==> src/rtl/exc_ctrl.sv <==
// Exception/interrupt sequencer: picks the highest-priority event in IDLE, then
// walks FLUSH -> REDIRECT to squash the pipeline and steer the PC.
module exc_ctrl #(
    parameter int          NIRQ     = 4,
    parameter logic [31:0] VEC_BASE = 32'h0000_0080
) (
    input  logic            clk,
    input  logic            rst,
    input  logic [NIRQ-1:0] irq,
    input  logic            exc_ill,
    input  logic            exc_ovf,
    input  logic            exc_sys,
    input  logic            is_rfe,
    input  logic [31:0]     pc_ex,
    input  logic            ie,
    input  logic            s_u,
    output logic            exception,
    output logic            rfe,
    output logic            flush,
    output logic            pc_sel,
    output logic [31:0]     pc_tgt,
    output logic [7:0]      cause,
    output logic [31:0]     epc,
    output logic            busy
);

    typedef enum logic [1:0] {
        IDLE     = 2'd0,
        FLUSH    = 2'd1,
        REDIRECT = 2'd2
    } state_t;

    state_t      state_q, state_d;
    logic        rfeKind_q, rfeKind_d;
    logic [7:0]  cause_q, cause_d;
    logic [31:0] epc_q, epc_d;
    logic [31:0] pcTgt_q, pcTgt_d;

    logic [7:0]  irqCode;
    logic        irqTaken;

    // Lowest-numbered asserted request line wins among interrupts.
    always_comb begin
        irqCode = 8'h10;
        for (int n = NIRQ - 1; n >= 0; n--) begin
            if (irq[n]) begin
                irqCode = 8'h10 + 8'(n);
            end
        end
        irqTaken = ie && (|irq);
    end

    always_ff @(posedge clk or negedge rst) begin
        if (!rst) begin
            state_q   <= IDLE;
            rfeKind_q <= 1'b0;
            cause_q   <= 8'h00;
            epc_q     <= 32'h0;
            pcTgt_q   <= 32'h0;
        end else begin
            state_q   <= state_d;
            rfeKind_q <= rfeKind_d;
            cause_q   <= cause_d;
            epc_q     <= epc_d;
            pcTgt_q   <= pcTgt_d;
        end
    end

    always_comb begin
        state_d   = state_q;
        rfeKind_d = rfeKind_q;
        cause_d   = cause_q;
        epc_d     = epc_q;
        pcTgt_d   = pcTgt_q;
        exception = 1'b0;
        rfe       = 1'b0;
        flush     = 1'b0;
        pc_sel    = 1'b0;
        busy      = 1'b0;

        unique case (state_q)
            IDLE: begin
                // An interrupt outranks a supervisor rfe so the rfe is re-executed later.
                if (exc_ill || (is_rfe && !s_u)) begin
                    state_d   = FLUSH;
                    rfeKind_d = 1'b0;
                    cause_d   = 8'h0A;
                    epc_d     = pc_ex;
                end else if (exc_ovf) begin
                    state_d   = FLUSH;
                    rfeKind_d = 1'b0;
                    cause_d   = 8'h0C;
                    epc_d     = pc_ex;
                end else if (exc_sys) begin
                    state_d   = FLUSH;
                    rfeKind_d = 1'b0;
                    cause_d   = 8'h08;
                    epc_d     = pc_ex;
                end else if (irqTaken) begin
                    state_d   = FLUSH;
                    rfeKind_d = 1'b0;
                    cause_d   = irqCode;
                    epc_d     = pc_ex;
                end else if (is_rfe) begin
                    state_d   = FLUSH;
                    rfeKind_d = 1'b1;
                end
            end
            FLUSH: begin
                exception = !rfeKind_q;
                rfe       = rfeKind_q;
                flush     = 1'b1;
                busy      = 1'b1;
                state_d   = REDIRECT;
                pcTgt_d   = rfeKind_q ? epc_q : VEC_BASE;
            end
            REDIRECT: begin
                pc_sel  = 1'b1;
                busy    = 1'b1;
                state_d = IDLE;
            end
            default: begin
                state_d = IDLE;
            end
        endcase
    end

    assign pc_tgt = pcTgt_q;
    assign cause  = cause_q;
    assign epc    = epc_q;

endmodule

==> config.mk <==
export PLATFORM = sky130hd
export DESIGN_NAME = exc_ctrl
export DESIGN_NICKNAME = d
export VERILOG_FILES = /design/src/rtl/exc_ctrl.sv
export SDC_FILE = /design/constraint.sdc
export NUM_CORES = 1
export LEC_CHECK = 0
export CAP_MARGIN = 20
export CORE_MARGIN = 3
export CORE_UTILIZATION = 30
export DETAILED_ROUTE_END_ITERATION = 8
export DONT_BUFFER_PORTS = 1
export GPL_ROUTABILITY_DRIVEN = 1
export PLACE_DENSITY = 0.44
export SLEW_MARGIN = 0
export SYNTH_ARGS = -nofsm -noshare
export SYNTH_HDL_FRONTEND = slang
export SYNTH_SLANG_ARGS = --single-unit
export TNS_END_PERCENT = 20
==> constraint.sdc <==
create_clock -name clk -period 4.06 [get_ports clk]
set_clock_uncertainty 0.2 [all_clocks]
set_input_delay 0.812 -clock clk [delete_from_list [all_inputs] [get_ports clk]]
set_output_delay 0.812 -clock clk [all_outputs]
set_load 0.02 [all_outputs]
==> flow_metrics.env <==
export IMPL_outcome="finished clean"
export IMPL_drc_errors=0
export IMPL_fin_util_pct=35.0
export IMPL_yosys_area_top_type_share_pct=60.0
export IMPL_cts_htree_levels=3
export IMPL_p_leak_uw=0.00141
export IMPL_root_buffer="clkbuf_8"
export IMPL_grt_max_degree=73
export IMPL_insertion_delay_ns=0.33
export IMPL_clock_fmax_mhz=332
export IMPL_drive_gt1_share_pct=21.7
export IMPL_cts_made_buffers=9
export IMPL_num_fill_cells=942
export IMPL_clock_path_buffers=2
export IMPL_ys_async_sr_fraction_pct=100
export IMPL_netlist_area_um2=3000
export IMPL_drtPass1Iterations=4
export IMPL_yosys_top_cells_area="dfrtp_1, mux2_2, nand3_1"
export IMPL_cp_cell_sequence="inv_1 -> ha_2 -> inv_1 -> nor2_1"
export IMPL_instances_no_fill=387
export IMPL_clkPwrFrac_pct=20.1
export IMPL_core_rowCount=35
export IMPL_ys_seq_elements=72
export IMPL_drv_slew=0
export IMPL_synthCells=255
export IMPL_wl_met1_um=2930
export IMPL_routed_wl_met3_um=648
export IMPL_relSlewSlack_pct=56.1
export IMPL_ir_drop_v=0.000303
export IMPL_crit_fanout=34
export IMPL_reg2reg_slack_ns=1.44
export IMPL_yosysWarnings=0
export IMPL_maxCapViolCount=0
export IMPL_yosys_cell_types_count=34
export IMPL_die_area_um2=11300
export IMPL_yosys_most_used_dff="dfrtp_1"
export IMPL_maxUsedRoutingLayer="met4"
export IMPL_timing_final_crit_share_pct=74.2
export IMPL_multi_input_area_um2=971
export IMPL_syn_to_final_growth_pct=10.8
export IMPL_antennaDiodeCount=0
export IMPL_grt_pass1_vias=1977
export IMPL_hold_class="primary input to async pin"
export IMPL_worst_slew_pin_slew_ns=0.659
export IMPL_avgSynthCellArea_um2=11.8
export IMPL_post_cts_setup_buffers=0
export IMPL_cpPeakStageDelay_ns=0.63
export IMPL_register_area_um2=1800
export IMPL_pre_cts_slack_ns=1.30
export IMPL_arrival_ns=2.00
export IMPL_yosysSeqAreaShare_pct=60.0
export IMPL_final_hold_viol_count=0
export IMPL_crit_type="register to output pin"
export IMPL_antenna_found_initial=0
export IMPL_combPwrFrac_pct=26.6
export IMPL_critical_path_required_ns=3.05
export IMPL_yosysMostFrequentCell="dfrtp_1"
export IMPL_post_drt_wl_per_cell_um=17.1
export IMPL_wl_met2_um=2970
export IMPL_hold_ws_ns=0.163
export IMPL_yosys_top_cells_count="dfrtp_1, inv_1, mux2_2, nand3_1, o21ai_0"
export IMPL_timing_setup_tns_ns=0
export IMPL_track_usage_pct=12.3
export IMPL_antenna_left=0
export IMPL_tritoncts="yes"
export IMPL_drt_initial_drc_count=51
export IMPL_slowest_stage="ha_2"
export IMPL_cp_common_cell="inv_1"
export IMPL_end_kind="output pin"
export IMPL_path_clk_slew_ns=0.07
export IMPL_dp_hpwl_um=4390
export IMPL_sw_frac_of_total_pct=42.6
export IMPL_period_needed_ns=3.01
export IMPL_vias=1785
export IMPL_fin_nets=301
export IMPL_wirelength_um=6610
export IMPL_pwr_density_cell_nw_per_um2=857
export IMPL_switching_power_uw=1210
export IMPL_vias_per_cell=4.61
export IMPL_finalSetupViolCount=0
export IMPL_setup_ws_ns=1.05
export IMPL_port_buffers=0
export IMPL_yosysTopAreaCell="dfrtp_1"
export IMPL_gp_congestion=0.683
export IMPL_synth_edf_count=0
export IMPL_p_int_uw=1640
export IMPL_overflow=0
export IMPL_core_um2=9500
export IMPL_grt_pass1_wl_um=10800
export IMPL_cp_start_kind="register"
export IMPL_start_util_pct=31.6
export IMPL_die_w_um=106
export IMPL_place_inst=370
export IMPL_rsz0062_at_grt="no"
export IMPL_die_h_um=106
export IMPL_numClockSinks=72
export IMPL_io_pin_count=121
export IMPL_seqPwrFrac_pct=53.3
-- registers in the layout, indices dropped and copies added, names as in the netlist --
register / flops
pc_tgt: 32
state_q: 2
epc: 32
cause: 5
rfeKind_q: 1
-- critical path: cells and delay by family (launching register included) --
family,cells,cell delay [ns]
fa+ha+maj,1,0.63
buf+inv,2,0.30
simple gates,1,0.35
flops,1,0.38
-- repair_timing --
item                                    CTS  global route
gates resized for setup                   0             0
endpoints found under the hold margin    72             0
endpoints found under the setup margin    0             0
hold buffers                              1             0
-- through the flow --
stage | instance area (µm²) | total power [µW]
6_report | 3330 | 2850
5_1_grt | 3330 | 3060
4_1_cts | 3330 | 2920
3_5_place_dp | 3100 | 2310
3_3_place_gp | 3100 | 2290
2_1_floorplan | 3010 | 2120
-- final timing paths --
kind / startpoint / end / depth (start not counted)
min reg2reg: state_q[0] / state_q[0] / 1
min: rst / state_q[0] / 1
min in group clk: state_q[0] / state_q[0] / 1
max reg2reg: state_q[0] / state_q[0] / 5
max: state_q[1] / exception / 4
max in group asynchronous: rst / pc_tgt[31] / 1
-- power by group through the flow --
| stage | Sequential, µW | Clock (µW) | Combinational, µW |
|---|---|---|---|
| after floorplan | 1460 | 0 | 656 |
| after global placement | 1550 | 0 | 742 |
| after detailed placement | 1540 | 0 | 763 |
| after CTS | 1530 | 605 | 783 |
| after global routing | 1560 | 638 | 863 |
| final | 1520 | 572 | 760 |
-- cells in the final DEF (no fill, tap or decap), types with 2 or more instances in the layout --
cell type,synthesis,final
dfrtp_1,72,72
inv_1,35,35
mux2_2,30,30
nand3_1,30,30
o21ai_0,30,30
clkbuf_8,0,11
mux2_1,4,4
buf_4,3,4
and2_1,3,3
nor2_1,3,3
ha_1,4,3
conb_1,1,3
or2_2,2,2
a22o_1,2,2
a32o_1,2,2
nor4_1,2,2
clkinvlp_4,0,2
clkinv_2,0,2
-- area by class of cell --
class / instances / area share (%)
sequential: 72 / 54.1
multi-input combinational: 130 / 29.2
tap: 129 / 4.85
clock buffer: 11 / 4.55
inverter: 35 / 3.95
timing repair buffer: 5 / 1.73
clock inverter: 5 / 1.65
-- logic make-up (layout without fill, tap and decap cells) --
logic type	count (synthesis)	in the layout	share of synthesized area [%]
compound gates	42	42	9.04
other cells	1	3	0.125
flops	72	72	60.0
fa+ha+maj	4	4	1.67
buf+inv	55	56	8.04
simple gates	46	46	8.08
mux	35	35	13.1
-- routing by layer --
layer  global-route usage [%]  up-vias
met2                     17.5       75
met4                     4.72        0
met1                     16.1      863
met3                     5.77        6
met5                        0        -
li1                         -      841
Power figures use the tool's default switching activity.
